`src/rtl/pipe_stage_elastic.sv`:
```
// Elastic pipeline register with a 2-entry skid buffer, stall and flush; 1-cycle latency.
// in_ready is a flop (~skid_valid); stall freezes the stage; flush beats stall. Option: PIPE_STAGE_PERF_EN.
module pipe_stage_elastic #(
    parameter int                 DATA_W           = 32,
    parameter int                 CTRL_W           = 16,
    parameter logic [CTRL_W-1:0]  CTRL_KILL        = {CTRL_W{1'b0}},
    parameter bit                 FLUSH_KEEPS_DATA = 1'b0
) (
    input  logic              clk,
    input  logic              rst_n,
    input  logic              in_valid,
    output logic              in_ready,
    input  logic [DATA_W-1:0] in_data,
    input  logic [CTRL_W-1:0] in_ctrl,
    output logic              out_valid,
    input  logic              out_ready,
    output logic [DATA_W-1:0] out_data,
    output logic [CTRL_W-1:0] out_ctrl,
    input  logic              stall,
    input  logic              flush,
    output logic [1:0]        occupancy
`ifdef PIPE_STAGE_PERF_EN
    ,
    output logic [31:0]       stall_cnt,
    output logic [31:0]       bubble_cnt
`endif
);

    logic              main_valid_q, main_valid_d;
    logic              skid_valid_q, skid_valid_d;
    logic [DATA_W-1:0] main_data_q, main_data_d;
    logic [DATA_W-1:0] skid_data_q, skid_data_d;
    logic [CTRL_W-1:0] main_ctrl_q, main_ctrl_d;
    logic [CTRL_W-1:0] skid_ctrl_q, skid_ctrl_d;
    logic              acc, emit;

    assign in_ready  = ~skid_valid_q;
    assign out_valid = main_valid_q;
    assign out_data  = main_data_q;
    assign out_ctrl  = main_ctrl_q;
    assign occupancy = {1'b0, main_valid_q} + {1'b0, skid_valid_q};

    assign acc  = in_valid & in_ready & ~stall;
    assign emit = main_valid_q & out_ready & ~stall;

    always_comb begin
        main_valid_d = main_valid_q;
        skid_valid_d = skid_valid_q;
        main_data_d  = main_data_q;
        skid_data_d  = skid_data_q;
        main_ctrl_d  = main_ctrl_q;
        skid_ctrl_d  = skid_ctrl_q;
        if (flush) begin
            main_valid_d = 1'b0;
            skid_valid_d = 1'b0;
            main_ctrl_d  = CTRL_KILL;
            skid_ctrl_d  = CTRL_KILL;
            if (!FLUSH_KEEPS_DATA) begin
                main_data_d = '0;
                skid_data_d = '0;
            end
        end else begin
            case ({main_valid_q, skid_valid_q})
                2'b00: begin
                    if (acc) begin
                        main_valid_d = 1'b1;
                        main_data_d  = in_data;
                        main_ctrl_d  = in_ctrl;
                    end
                end
                2'b10: begin
                    if (acc && emit) begin
                        main_data_d = in_data;
                        main_ctrl_d = in_ctrl;
                    end else if (acc) begin
                        skid_valid_d = 1'b1;
                        skid_data_d  = in_data;
                        skid_ctrl_d  = in_ctrl;
                    end else if (emit) begin
                        // Draining to empty re-kills ctrl so downstream can gate on out_ctrl alone.
                        main_valid_d = 1'b0;
                        main_ctrl_d  = CTRL_KILL;
                    end
                end
                2'b11: begin
                    if (emit) begin
                        main_data_d  = skid_data_q;
                        main_ctrl_d  = skid_ctrl_q;
                        skid_valid_d = 1'b0;
                        skid_ctrl_d  = CTRL_KILL;
                    end
                end
                default: begin
                end
            endcase
        end
    end

    always_ff @(posedge clk or negedge rst_n) begin
        if (!rst_n) begin
            main_valid_q <= 1'b0;
            skid_valid_q <= 1'b0;
            main_data_q  <= '0;
            skid_data_q  <= '0;
            main_ctrl_q  <= CTRL_KILL;
            skid_ctrl_q  <= CTRL_KILL;
        end else begin
            main_valid_q <= main_valid_d;
            skid_valid_q <= skid_valid_d;
            main_data_q  <= main_data_d;
            skid_data_q  <= skid_data_d;
            main_ctrl_q  <= main_ctrl_d;
            skid_ctrl_q  <= skid_ctrl_d;
        end
    end

`ifdef PIPE_STAGE_PERF_EN
    logic [31:0] stall_cnt_q, stall_cnt_d;
    logic [31:0] bubble_cnt_q, bubble_cnt_d;

    always_comb begin
        stall_cnt_d  = stall_cnt_q;
        bubble_cnt_d = bubble_cnt_q;
        if (stall && main_valid_q && !(&stall_cnt_q))
            stall_cnt_d = stall_cnt_q + 32'd1;
        if (!main_valid_q && out_ready && !(&bubble_cnt_q))
            bubble_cnt_d = bubble_cnt_q + 32'd1;
    end

    always_ff @(posedge clk or negedge rst_n) begin
        if (!rst_n) begin
            stall_cnt_q  <= '0;
            bubble_cnt_q <= '0;
        end else begin
            stall_cnt_q  <= stall_cnt_d;
            bubble_cnt_q <= bubble_cnt_d;
        end
    end

    assign stall_cnt  = stall_cnt_q;
    assign bubble_cnt = bubble_cnt_q;
`endif

endmodule

```
`config.mk`:
```
export PLATFORM = sky130hd
export DESIGN_NAME = pipe_stage_elastic
export DESIGN_NICKNAME = d
export VERILOG_FILES = /design/src/rtl/pipe_stage_elastic.sv
export SDC_FILE = /design/constraint.sdc
export NUM_CORES = 1
export LEC_CHECK = 0
export ABC_AREA = 1
export CORE_UTILIZATION = 47
export CTS_BUF_LIST = sky130_fd_sc_hd__clkbuf_8
export CTS_CLUSTER_DIAMETER = 60
export DETAILED_ROUTE_END_ITERATION = 8
export GPL_TIMING_DRIVEN = 0
export PLACE_DENSITY = 0.76
export SLEW_MARGIN = 20
export SYNTH_ARGS = -nofsm -noshare
export SYNTH_HDL_FRONTEND = slang
export SYNTH_SLANG_ARGS = --single-unit
```
`constraint.sdc`:
```
create_clock -name clk -period 1.77 [get_ports clk]
set_input_delay 0.354 -clock clk [delete_from_list [all_inputs] [get_ports clk]]
set_output_delay 0.354 -clock clk [all_outputs]
set_load 0.01 [all_outputs]
```
# Word level (Yosys, flattened, before mapping)
# Cells that the tools add are included.
# totals
reg_bits	98
in_bits	54
out_inout_bits	52
elab_cells	64
# classes
n_addsub	1
n_eq_ne	12
muxes	27
n_bitwise	6
n_reduce_logical	12
# op_table
op	count
two-way mux 32 bit	7
two-way mux 16 bit	8
case mux 32 bit (3 select lines)	1
case mux 16 bit (3 select lines)	1
case mux 16 bit (2 select lines)	1
inequality test 3 bit, second input constant	7
AND reduction 5 bit	2
inequality test 4 bit, second input constant	2
AND reduction 4 bit	2
two-way mux 1 bit	7
nonzero test 3 bit	2
bitwise AND 1 bit	4
equality test 2 bit, second input constant	2
case mux 1 bit (2 select lines)	2
nonzero test 2 bit	2
nonzero test 4 bit	1
AND reduction 3 bit	1
adder 1 x 1 -> 2 bit	1
zero test 2 bit	1
inequality test 2 bit, second input constant	1
inverter 1 bit	2
logical AND 1 bit	1

# Longest topological paths before layout
# Gate-level depths: netlist of the first run.
# depth
word_depth	7
mapped_depth	11
ltp_nobuf	10

# Worst setup path after synthesis of the first run
# OpenSTA, ideal clock, no wires.
# synth_path
path_kind	register -> register
start	register main_valid_q, in the netlist out_valid
end	register main_data_q[10], in the netlist out_data[10]
arrival_ns	1.647
t_required_ns	1.647
setup_slack_ns	0.000
path_stages_with_launch	12
path_buffers	2
synth_period_minus_slack_ns	1.770
path_cell_list	dfrtp_1 > ha_1 > buf_6 > inv_6 > nor2_4 > nand2_2 > nand2_2 > nor2_4 > nand2_4 > buf_6 > nand2_1 > o21ai_2
# synth_via
elab_chain_cells	5
# synth_rtl
item	line_no	rtl
start, declared	29	logic main_valid_q, main_valid_d;
start signal, assigned	108	main_valid_q <= main_valid_d;
bitwise AND 1 bit (2 in a row)	44	assign emit = main_valid_q & out_ready & ~stall;
logical AND 1 bit	72	if (acc && emit) begin
inequality test 3 bit (no source line)	n/a	
AND reduction 4 bit (no source line)	n/a	
end signal, assigned	110	main_data_q <= main_data_d;
end, declared	31	logic [DATA_W-1:0] main_data_q, main_data_d;
# Several ways; a longest one is shown, not always the timed one.
# A chain may end at the register's enable or synchronous reset.

# Worst setup path after layout of the first run
# layout_path
start	register skid_valid_q
end	register main_data_q[24], in the netlist out_data[24]
# layout_via
elab_chain_cells	6
# layout_rtl
item	line_no	rtl
start, declared	30	logic skid_valid_q, skid_valid_d;
start signal, assigned	109	skid_valid_q <= skid_valid_d;
inverter 1 bit	37	assign in_ready = ~skid_valid_q;
bitwise AND 1 bit (2 in a row)	43	assign acc = in_valid & in_ready & ~stall;
logical AND 1 bit	72	
inequality test 3 bit (no source line)	n/a	
AND reduction 4 bit (no source line)	n/a	
# Several ways; a longest one is shown, not always the timed one.

==> impl_metrics.py, run 1 <==
metrics = {
    "floorplan": {
        "num_rows": 36,
        "floorplan.initialDensity_pct": 48.1,
        "die_h_um": 102,
        "core_um2": 9730,
        "die-area_um2": 10400,
        "boundaryPins": 106,
        "die_w_um": 102,
    },
    "route": {
        "postRouteAntennaNets": 0,
        "drc": 0,
        "wl_um": 13000,
        "dr.pass1.iters": 5,
        "vias": 4312,
        "wl_per_cell_um": 16.1,
        "viasPerCell": 5.36,
        "initialDrtViolationCount": 263,
    },
    "sta": {
        "drv_slew": 0,
        "relSlewSlack_pct": 68.0,
        "clock_skew_ns": 0.0168,
        "fin_crit_ns": 1.87,
        "max_freq_mhz": 535,
        "hold_slack_ns": 0.389,
        "rsz0062_at_grt": "yes",
        "setup_slack_ns": -0.100,
        "fin_crit_sh_pct": 106,
        "final-setup-viol-count": 47,
        "hold_violations": 0,
        "worstMarginPinSlew_ns": 0.480,
    },
    "synthesis": {
        "yosysWarnings": 0,
        "ys_seq_area_share_pct": 52.4,
        "synth_cells": 517,
        "synthFlopType": "dfrtp_1",
        "synth_edf_count": 0,
        "synth_fa_ha_area_share_pct": 0.803,
        "synthArstFlopShare_pct": 100,
        "synth_area_um2": 4680,
        "synthMuxAreaShare_pct": 0,
        "syn_nets": 574,
        "synth_xor_area_share_pct": 0,
        "ys_ff_latch": 98,
        "synth_compound_area_share_pct": 17.8,
        "synth_cell_type_count": 25,
        "synthSimpleGateAreaFrac_pct": 20.8,
        "synth_area_per_cell_um2": 9.05,
        "synth_top_family_by_area": "simple AND/OR/NAND/NOR gates",
    },
    "placed_design": {
        "hpwl_um": 8150,
        "port_buffers": 104,
        "dp.cells": 755,
        "place_congestion": 0.895,
    },
    "global_routing": {
        "grt_util_met2_pct": 38.3,
        "grt_overflow": 0,
        "grtUsageMet3_pct": 3.11,
        "grt_use_total_pct": 24.4,
        "grt_max_degree": 68,
        "grt_pass1_wl_um": 19600,
        "antenna_found_initial": 0,
        "grt_busiest_layer": "met2",
        "grt_pass1_vias": 4085,
        "grt_use_met1_pct": 34.4,
    },
    "worst_setup_path": {
        "critical_path_class": "reg -> reg",
        "end_kind": "flip-flop",
        "reg2reg_slack_ns": -0.10,
        "required_ns": 2.02,
        "crit_buf_inv": 6,
        "startpoint": "skid_valid_q",
        "cp-start-kind": "flip-flop",
        "critPathMaxStageDelay_ns": 0.38,
        "worstPathArrival_ns": 2.12,
        "crit_path_cell_trace": "buf_6, ha_4, buf_6, inv_8, buf_4, nand3_2, nand2_2, nor2_4, buf_12, nand2_8, clkbuf_16, nand2_2, o21ai_2",
        "r2r_start": "skid_valid_q",
        "critPathTopFamily": "buffers and inverters",
        "reg2reg_depth": 13,
        "regToRegEndpoint": "out_data[24]",
        "cp_slowest_cell": "dfrtp_1",
        "critPathMaxFanout": 8,
    },
    "final_layout": {
        "n_antenna_cell": 0,
        "most-common-layout-cells": "nand2_1 (132), clkdlybuf4s50_1 (99), dfrtp_1 (97)",
        "final_nets": 724,
        "fin_util_pct": 70.4,
        "finalNonFillerCells": 805,
        "layout_commonest_cell": "nand2_1",
        "area_delta_synth_final_pct": 46.5,
        "fillerInstances": 735,
        "drive_above_1_share_pct": 29.2,
    },
    "power": {
        "cellPowerDensity_nw_per_um2": 1600,
        "irDropWorstVdd_v": 0.000781,
        "p_leak_nw": 3.23,
    },
    "run": {
        "drv_cap": 0,
    },
    "clock_network": {
        "cts_buffers": 9,
        "cts_htree_levels": 3,
        "root_buffer": "clkbuf_8",
        "clock_path_buffers": 2,
        "clkTransAtPathRegs_ns": 0.10,
        "cts_sinks": 98,
        "worstSkewPairLatency_ns": 0.37,
        "cts_tree": "built",
    },
    "hold_path": {
        "whs_path_depth": 4,
        "min_path_type": "in -> reg",
        "hp-start": "flush",
        "min_to": "out_valid",
    },
    "run_status": {
        "status": "complete, but fails checks",
        "violations": "setup timing",
    },
}
==> layer usage <==
| metal | routed length [µm] | vias to the layer above | part of all wire [%] |
|---|---|---|---|
| met5 | 0 | - | 0 |
| met4 | 242 | 0 | 1.9 |
| met3 | 643 | 18 | 5.0 |
| met2 | 6540 | 159 | 50 |
| met1 | 5530 | 2132 | 43 |
| li1 | - | 2003 | - |
==> what timing repair did <==
action | in CTS | in global routing
gates resized for setup | 57 | 71
cloned | 5 | 4
pin swaps | 4 | 10
hold endpoints to repair | 31 | 0
setup buffers | 18 | 8
hold buffers | 1 | 0
endpoints found under the setup margin | 97 | 95
==> per-stage QoR <==
stage               setup WS (ns)  total power [W]  setup TNS (ns)  area [µm²]
global route               -0.136           0.0115           -5.47        6850
detailed placement         -0.385          0.00760          -20.80        5910
finish                     -0.100           0.0109           -2.31        6850
global placement            -3.25          0.00748         -333.19        5880
floorplan                0.000282          0.00586               0        4680
CTS                       -0.0509           0.0100           -1.40        6490
==> flip-flops by register name (all words and copies together), names as in the netlist <==
signal / flops
out_ctrl: 16
out_data: 32
out_valid: 1
skid_ctrl_q: 16
skid_data_q: 32
skid_valid_q: 1
==> cells by family (layout without fill, tap and decap cells) <==
logic type	count (synthesis)	after routing
buffers and inverters	73	226
AOI/OAI and AO/OA	114	114
and+or+nand+nor	229	231
adders and majority gates	3	3
DFF	98	98
==> how the worst max path moves through the flow <==
| stage | to | slack (ns) | cells after the start |
|---|---|---|---|
| finish | out_data[24] | -0.10 | 13 |
| global route | out_data[24] | -0.14 | 13 |
| CTS | out_data[31] | -0.05 | 12 |
| detailed placement | skid_data_q[12] | -0.38 | 6 |
| global placement | out_ctrl[4] | -3.25 | 1 |
| floorplan | out_data[10] | 0.0003 | 11 |
==> where the power goes <==
group	internal (W)	switching, W
Clock	0.000884	0.000817
Combinational	0.00289	0.00301
Sequential	0.00288	0.000447
==> Yosys cell counts, types with 3 or more instances <==
| master | count | area (µm²) |
|---|---|---|
| a22oi_1 | 32 | 240 |
| clkbuf_1 | 10 | 37.5 |
| nand3_1 | 38 | 190 |
| dfrtp_1 | 98 | 2450 |
| ha_1 | 3 | 37.5 |
| nand2_2 | 4 | 25.0 |
| o21ai_2 | 48 | 420 |
| buf_6 | 12 | 135 |
| buf_2 | 6 | 30.0 |
| o21ai_0 | 33 | 165 |
| nor2_1 | 3 | 11.3 |
| nand2_1 | 174 | 653 |
| inv_1 | 41 | 154 |
==> worst register-to-register path, stage by stage (launching register included) <==
cell and delay [ns]:
dfrtp_1 0.38, buf_6 0.13, ha_4 0.13, buf_6 0.12
inv_8 0.04, buf_4 0.12, nand3_2 0.09, nand2_2 0.08
nor2_4 0.13, buf_12 0.14, nand2_8 0.10, clkbuf_16 0.19
nand2_2 0.06, o21ai_2 0.05
==> layout make-up <==
class	instances	area (µm²)	area share, %
inverter	43	176	2.57
multi-input combinational	348	2110	30.9
clock buffer	11	151	2.21
sequential	98	2450	35.8
clock inverter	5	85.1	1.24
buffer	28	270	3.94
tap	133	166	2.43
timing repair buffer	139	1430	20.9
(Power assumes the default switching activity.)
==> run 2: changes to the inputs <==
--- a/config.mk
+++ b/config.mk
@@ -16,3 +16,4 @@
 export SYNTH_ARGS = -nofsm -noshare
 export SYNTH_HDL_FRONTEND = slang
 export SYNTH_SLANG_ARGS = --single-unit
+export TNS_END_PERCENT = 30
==> run 2 against run 1 <==
Net effect: the flow still finishes with violations (setup timing); critical path depth down 1; via count down 2.5%; power down 5.4%; sequential share of layout area up 1.3 points; global-route usage down 0.62 points; utilization down 2.5 points; non-clock buffer count down 10; flip-flop and latch count unchanged; critical endpoint is now out_data[14]; highest routed layer unchanged.
==> impl_metrics.py, run 2 (synthesis results as in run 1) <==
metrics = {
    "floorplan": {
        "num_rows": 36,
        "core_um2": 9730,
        "die-area_um2": 10400,
        "die_h_um": 102,
        "boundaryPins": 106,
        "die_w_um": 102,
        "floorplan.initialDensity_pct": 48.1,
    },
    "worst_setup_path": {
        "cp-start-kind": "flip-flop",
        "reg2reg_depth": 12,
        "end_kind": "flip-flop",
        "critPathMaxFanout": 6,
        "critical_path_class": "reg -> reg",
        "worstPathArrival_ns": 2.14,
        "required_ns": 2.03,
    },
    "route": {
        "wl_per_cell_um": 15.9,
        "postRouteAntennaNets": 0,
        "wl_um": 12600,
        "vias": 4204,
        "viasPerCell": 5.29,
        "initialDrtViolationCount": 302,
        "drc": 0,
        "dr.pass1.iters": 5,
    },
    "sta": {
        "fin_crit_sh_pct": 106,
        "rsz0062_at_grt": "yes",
        "drv_slew": 0,
        "max_freq_mhz": 533,
        "hold_violations": 0,
        "clock_skew_ns": 0.0119,
        "relSlewSlack_pct": 67.5,
        "setup_slack_ns": -0.107,
        "final-setup-viol-count": 42,
        "fin_crit_ns": 1.88,
        "worstMarginPinSlew_ns": 0.488,
    },
    "power": {
        "cellPowerDensity_nw_per_um2": 1570,
        "p_sw_w": 0.00399,
        "internal_power_w": 0.00635,
        "pwr-share-comb_pct": 52.0,
        "p_clk_share_pct": 16.4,
        "swShare_pct": 38.6,
        "irDropWorstVdd_v": 0.000818,
        "p_leak_nw": 3.09,
        "seqPwrFrac_pct": 31.6,
    },
    "global_routing": {
        "grt_pass1_vias": 3983,
        "grt_overflow": 0,
        "grt_max_degree": 68,
        "grt_use_total_pct": 23.8,
        "antenna_found_initial": 0,
        "grt_pass1_wl_um": 19000,
    },
    "final_layout": {
        "n_antenna_cell": 0,
        "fin_util_pct": 67.9,
        "drive_above_1_share_pct": 23.1,
        "finalNonFillerCells": 794,
        "area_delta_synth_final_pct": 41.2,
        "layout_commonest_cell": "nand2_1",
        "most-common-layout-cells": "nand2_1 (162), clkdlybuf4s50_1 (99), dfrtp_1 (97)",
        "fillerInstances": 780,
        "final_nets": 713,
    },
    "run_status": {
        "violations": "setup timing",
        "status": "complete, but fails checks",
    },
    "placed_design": {
        "hpwl_um": 8150,
        "post-place-ws_ns": -0.385,
        "dp.cells": 755,
        "place_congestion": 0.895,
        "port_buffers": 104,
    },
    "clock_network": {
        "cts_htree_levels": 3,
        "clock_path_buffers": 2,
        "clkTransAtPathRegs_ns": 0.09,
        "worstSkewPairLatency_ns": 0.38,
        "cts_sinks": 98,
        "cts_tree": "built",
        "root_buffer": "clkbuf_8",
        "cts_buffers": 9,
    },
    "hold_path": {
        "whs_path_depth": 4,
        "min_path_type": "in -> reg",
    },
    "run": {
        "drv_cap": 0,
    },
}
[run 2: cell count changes in the layout (fill, tap and decap cells not counted), sizes merged]
cell    previous run  this run
clkbuf            22        23
nand2            181       180
buf               53        42
[run 2: worst max-delay path, stage by stage, from the launching register on]
cell	delay, ns
dfrtp_1	0.41
buf_6	0.14
ha_4	0.16
buf_6	0.13
inv_8	0.06
nor2_4	0.05
nand2_4	0.09
nand2_4	0.06
nor2_4	0.19
nand2_4	0.14
buf_8	0.16
nand2_1	0.09
o21ai_2	0.07
[run 2: area by class of cell]
cell class / count / area, µm² / share of cell area (%)
Sequential cell: 98 / 2450 / 37.2
Multi-Input combinational cell: 347 / 1990 / 30.2
Timing Repair Buffer: 127 / 1300 / 19.7
Buffer: 30 / 274 / 4.15
Inverter: 43 / 179 / 2.71
Tap cell: 133 / 166 / 2.52
Clock buffer: 11 / 151 / 2.29
Clock inverter: 5 / 85.1 / 1.29
[run 2: power groups by stage]
stage / registers (W) / logic, W / clock network [W]
global placement: 0.00328 / 0.00420 / 0
global route: 0.00333 / 0.00578 / 0.00181
detailed placement: 0.00330 / 0.00431 / 0
floorplan: 0.00344 / 0.00242 / 0
finish: 0.00326 / 0.00538 / 0.00170
CTS: 0.00325 / 0.00462 / 0.00171
[run 2: per-stage QoR]
stage,hold WS [ns],setup TNS (ns),power (W),instance area (µm²)
finish,0.401,-2.37,0.0103,6600
CTS,0.339,-0.161,0.00958,6340
floorplan,0.0584,0,0.00586,4680
global placement,0.463,-333.19,0.00748,5880
detailed placement,0.257,-20.80,0.00760,5910
global route,0.411,-6.09,0.0109,6600
[run 2: what timing repair did]
action / 4_1_cts / 5_1_grt
hold buffers: 1 / 0
endpoints found under the setup margin: 97 / 95
hold endpoints to repair: 31 / 0
resized for setup: 32 / 50
setup buffers: 13 / 4
cloned: 1 / 4
pin swaps: 3 / 5
[run 2: path summary, 6_finish.rpt]
check / startpoint / endpoint / slack [ns]
worst max-delay path: skid_valid_q / out_data[14] / -0.11
worst min-delay path: flush / skid_data_q[0] / 0.40
worst max register to register: skid_valid_q / out_data[14] / -0.11
worst min register to register: out_data[26] / out_data[26] / 0.49
max in group asynchronous: rst_n / out_valid / 0.70
min in group asynchronous: rst_n / out_data[29] / 0.41
[run 2: routing by layer]
| layer | vias to the layer above | GRT usage, % | wire, µm | part of all wire (%) |
|---|---|---|---|---|
| met5 | - | 0 | 0 | 0 |
| met4 | 0 | 9.48 | 302 | 2.4 |
| met3 | 23 | 3.17 | 674 | 5.4 |
| met2 | 152 | 37.6 | 6290 | 50 |
| met1 | 2052 | 33.2 | 5330 | 42 |
| li1 | 1977 | - | - | - |
==> variant 1: new RTL, flow settings as in run 2 <==
`CTRL_W`: 16 -> 24.
--- a/src/rtl/pipe_stage_elastic.sv
+++ b/src/rtl/pipe_stage_elastic.sv
@@ -4,3 +4,3 @@
     parameter int                 DATA_W           = 32,
-    parameter int                 CTRL_W           = 16,
+    parameter int                 CTRL_W           = 24,
     parameter logic [CTRL_W-1:0]  CTRL_KILL        = {CTRL_W{1'b0}},
Ports: changed (resized in_ctrl and out_ctrl); port bits go from 106 to 122. The function was not compared with the original's and may differ.
==> variant 1 against run 2 <==
  * The run still ends with negative setup slack left
  * Largest cell class unchanged
  * Clock power grew 36%
  * Critical endpoint is now out_data[13]
  * Routed wire length grew 6.8%
  * Area after synthesis grew 11%
  * First-iteration DRC count grew 14%
  * Design area grew 9.9%
  * Die area grew 10%
  * Combinational power grew 4.1%
  * Fmax grew 2.7%
  * Power grew 17%
  * Setup slack gained 0.050 ns
  * Sequential cell count grew 16
==> variant 1: results (changes against run 2) <==
final wirelength - 13500 microns (+6.8%)
sequential area share after synthesis - 55.2% (+2.7 points)
slowest stage cell, crit path - dfrtp_2
reg-to-reg startpoint - out_valid
Worst Path Arrival - 2.13 ns
worst reg2reg path endpoint - out_data[13]
final net count - 837 (+17%)
critical path peak fanout - 10 (+4)
Place WS - -0.189 ns (+0.195 ns)
Peak VDD IR - 928 uV (+13%)
router iterations before antenna repair - 6 (+1)
FILL cells - 851 (+9.1%)
Port-buffer cells - 120 (+15%)
post-synthesis net count - 679 (+18%)
max incr delay on CP - 0.46 ns (+0.05 ns)
first-pass GRT wire length - 21900 microns (+15%)
Post-Route Skew - 0.0111 ns (-0.000804 ns)
routability cong. - 0.854 (-4.6%)
DP HPWL - 9090 microns (+11%)
largest net degree at the start of global routing - 80 (+18%)
failing checks - negative setup slack
commonest register cell after synthesis - dfrtp_1
hold depth - 2 (-2)
Num CTS Buffers - 17 (+8)
top post-synthesis cells by count - nand2_1 (246), dfrtp_1 (114), nand3_1 (69), o21ai_1 (53), a22oi_1 (32)
slew margin rel. - 66.7% (-0.80 points)
worst hold endpoint - out_valid
area post-placement - 6570 sq um (+11%)
ratio of cells with drive above 1 in the final layout - 14.3% (-8.9 points)
final count of negative-setup-slack endpoints - 36 (-14%)
top cells by area, synth - dfrtp_1 (55%), nand2_1 (18%), nand3_1 (6.7%), o21ai_1 (5.1%), a22oi_1 (4.6%)
CTS H-tree lvls - 4 (+1)
Setup WS post-layout - -0.0575 ns (+0.0497 ns)
worst r2r path cells - 12 (unchanged)
Iter 0 DRT Violations - 343 (+14%)
outcome - finished, violations left
R2R Setup Slk - -0.06 ns (+0.05 ns)
CTS clock-pin slew for the worst setup and hold paths - 0.07 ns (-0.02 ns)
via count - 4795 (+14%)
vias in the first global route - 4600 (+15%)
GRT Total Usage - 24.7% (+0.92 points)
Leakage - 3.60 nW (+16%)
synth unique cells - 22 (-12%)
Worst-Skew Late Latency - 0.42 ns (+0.04 ns)
variant 1: cell types whose count changed after synthesis, sizes merged, moves of 2 or more:
cell	change
buf	+11
clkbuf	-2
dfrtp	+16
inv	-7
nand3	+31
nand2	+73
o21ai	-22
variant 1: worst max-delay path, delay by kind of cell, from the launching register on:
family	cells	cell delay (ns)
AND/OR/NAND/NOR	6	0.58
flip-flops	1	0.46
buffers and inverters	4	0.46
adder cells (fa/ha/maj)	1	0.16
AO/OA/AOI/OAI	1	0.06
variant 1: cell families (layout without fill, tap and decap cells):
| logic type | Yosys count | count (layout) | synth area share [%] |
|---|---|---|---|
| adder cells (fa/ha/maj) | 3 | 3 | 0.726 |
| AND/OR/NAND/NOR | 331 | 331 | 26.9 |
| buffers and inverters | 74 | 244 | 6.70 |
| flip-flops | 114 | 114 | 55.2 |
| AO/OA/AOI/OAI | 92 | 92 | 10.5 |
variant 1: power breakdown:
group / internal, mW / switching [mW]
clock: 1.29 / 1.03
combinational: 2.71 / 2.89
sequential: 3.59 / 0.586
total: 7.59 / 4.51
variant 1: final cells by class:
class	instances	area, sq um	share of cell area [%]
multi-input combinational	426	2050	28.3
timing repair buffer	140	1380	19.1
sequential	114	2850	39.3
inverter	35	131	1.81
clock buffer	19	262	3.60
buffer	38	285	3.93
clock inverter	12	118	1.62
tap	136	170	2.35
variant 1: repair_timing:
| action | CTS | global route |
|---|---|---|
| pin swaps | 1 | 3 |
| resized for setup | 17 | 53 |
| cloned | 0 | 1 |
| endpoints found under the hold margin | 35 | 0 |
| hold buffers | 1 | 0 |
| endpoints found under the setup margin | 75 | 104 |
| buffers inserted | 2 | 15 |
variant 1: metrics by stage:
stage,instances,TNS [ns],hold WS (ns),util [%]
5_1_grt,920,-5.48,0.205,69.0
6_report,920,-1.17,0.214,69.0
3_3_place_gp,870,-464.11,0.464,62.2
2_1_floorplan,614,0,0.0584,-
4_1_cts,905,-0.967,0.188,66.6
3_5_place_dp,871,-14.10,0.271,62.5
variant 1: worst max path at each step:
stage | startpoint | end | slack, ns | cells after the start
2_1_floorplan | out_valid | out_ctrl[0] | 0.07 | 10
3_3_place_gp | rst_n | out_ctrl[16] | -3.98 | 1
4_1_cts | out_valid | out_ctrl[6] | -0.07 | 10
5_1_grt | out_valid | out_data[13] | -0.15 | 12
6_report | out_valid | out_data[13] | -0.06 | 12
3_5_place_dp | in_valid | skid_data_q[15] | -0.19 | 8
variant 1: metal layers:
metal	global-route usage (%)	vias up	wire length (microns)
met5	0	-	0
li1	-	2316	-
met3	7.23	25	924
met4	8.81	0	194
met1	31.9	2286	5830
met2	39.5	168	6510
==> variant 2: new RTL, flow settings as in run 2 <==
Made on the original files. Take the reset off `skid_data_q` and load it in a clocked block of its own.
--- a/src/rtl/pipe_stage_elastic.sv
+++ b/src/rtl/pipe_stage_elastic.sv
@@ -103,3 +103,2 @@
             main_data_q  <= '0;
-            skid_data_q  <= '0;
             main_ctrl_q  <= CTRL_KILL;
@@ -110,3 +109,2 @@
             main_data_q  <= main_data_d;
-            skid_data_q  <= skid_data_d;
             main_ctrl_q  <= main_ctrl_d;
@@ -114,2 +112,6 @@
         end
+    end
+
+    always_ff @(posedge clk) begin
+        skid_data_q <= skid_data_d;
     end
Formal check against the unedited RTL: no difference found for any inputs over 4 cycles, from zero or initial values and one cycle with rst_n low; that may be too few to reach the edited logic, so the function may still have changed.
==> variant 2 against run 2 <==
  * The flow finishes with violations (design-rule violations, negative setup slack)
  * Combinational power down 12%
  * Routed wire length down 5.6%
  * Design area decreased by 8.5%
  * Power decreased by 5.6%
  * Fmax is 4.3% higher
  * Sequential cell count unchanged
  * Worst hold slack worse by 0.014 ns
  * Setup slack better by 0.077 ns
  * Area after synthesis is 7.9% lower
==> variant 2: results (changes against run 2) <==
GRT Total Usage - 25.1% (+1.4 points)
DP HPWL - 7890 microns (-3.2%)
Post-Route Skew - 0.00493 ns (-0.00702 ns)
largest net degree at the start of global routing - 54 (-21%)
synth unique cells - 20 (-20%)
via count - 4312 (+2.6%)
metal2 WL - 5640 microns (-10%)
worst reg2reg path endpoint - out_data[3]
fraction of registers with async set/reset - 67.3% (-33 points)
R2R Setup Slk - -0.03 ns (+0.08 ns)
final net count - 744 (+4.3%)
worst r2r path cells - 10 (-2)
Iter 0 DRT Violations - 279 (-7.6%)
ratio of cells with drive above 1 in the final layout - 12.0% (-11 points)
Leakage - 2.66 nW (-14%)
vias in the first global route - 3943 (-1.0%)
area post-placement - 5520 sq um (-6.6%)
outcome - finished, violations left
top post-synthesis cells by count - nand2_1 (144), dfrtp_1 (66), inv_1 (56), o21ai_0 (43), o21ai_1 (39)
WL met1 - 5140 microns (-3.5%)
failing checks - design-rule violations, negative setup slack
final count of negative-setup-slack endpoints - 5 (-88%)
final wirelength - 11900 microns (-5.6%)
Port-buffer cells - 105 (+0.96%)
met1 GRT Util - 32.7% (-0.46 points)
Setup WS post-layout - -0.0304 ns (+0.0767 ns)
drt drc - 18 (+18)
GR met3 Demand/Resource - 5.08% (+1.9 points)
met2 GRT Util - 41.7% (+4.1 points)
Seq. pwr - 3.44 mW (+6%)
router iterations before antenna repair - 8 (+3)
setup TNS - -0.0517 ns (+2.32 ns)
Peak VDD IR - 883 uV (+7.9%)
post-synthesis net count - 605 (+5.4%)
met3 wire length - 909 microns (+35%)
-- variant 2: cell count changes after synthesis, moves of 10 or more --
cell,delta
o21ai_2,-48
o21ai_1,+39
a21oi_1,+33
nor2_1,+33
a22oi_1,-32
dfrtp_1,-32
dfxtp_1,+32
a31oi_1,+31
nand2_1,-30
inv_1,+15
nand3_1,-15
buf_6,-12
o21ai_0,+10
-- variant 2: final cells by class --
cell class | instances | area, sq um
plain buffers | 33 | 218
clock buffers | 10 | 138
clock inverters | 6 | 73.8
fillers | 701 | 2760
inverters | 59 | 226
multi-input cells | 360 | 1740
flip-flops and latches | 98 | 2290
well taps | 108 | 135
repair buffers | 126 | 1220
-- variant 2: per-stage QoR --
| stage | power [mW] | cells | setup WS, ns | utilization [%] |
|---|---|---|---|---|
| floorplan | 5.47 | 548 | 0.0132 | - |
| global placement | 7.34 | 761 | -1.91 | 62.4 |
| detailed placement | 7.47 | 762 | -0.428 | 62.7 |
| CTS | 9.60 | 794 | -0.0643 | 67.9 |
| global route | 10.4 | 800 | -0.106 | 68.6 |
| finish | 9.76 | 800 | -0.0304 | 68.6 |
-- variant 2: worst max-delay path, cell delays in order (launching register included) --
cell	delay [ns]
dfrtp_1	0.41
buf_4	0.15
ha_4	0.17
buf_6	0.14
nor2_2	0.11
nand3_1	0.09
nand2_2	0.13
inv_4	0.08
nand3_2	0.14
buf_4	0.19
o21ai_1	0.08
-- variant 2: logic make-up after synthesis --
group	Yosys count	synth area share [%]
and+or+nand+nor	208	19.4
AOI/OAI and AO/OA	147	18.0
DFF	98	53.2
buffers and inverters	92	8.54
adders and majority gates	3	0.871
-- variant 2: timing repair --
item	CTS	global route
endpoints found under the hold margin	13	0
pin swaps	3	2
resized for setup	45	15
hold buffers	1	0
endpoints found under the setup margin	94	91
cloned	4	2
buffers inserted	11	4
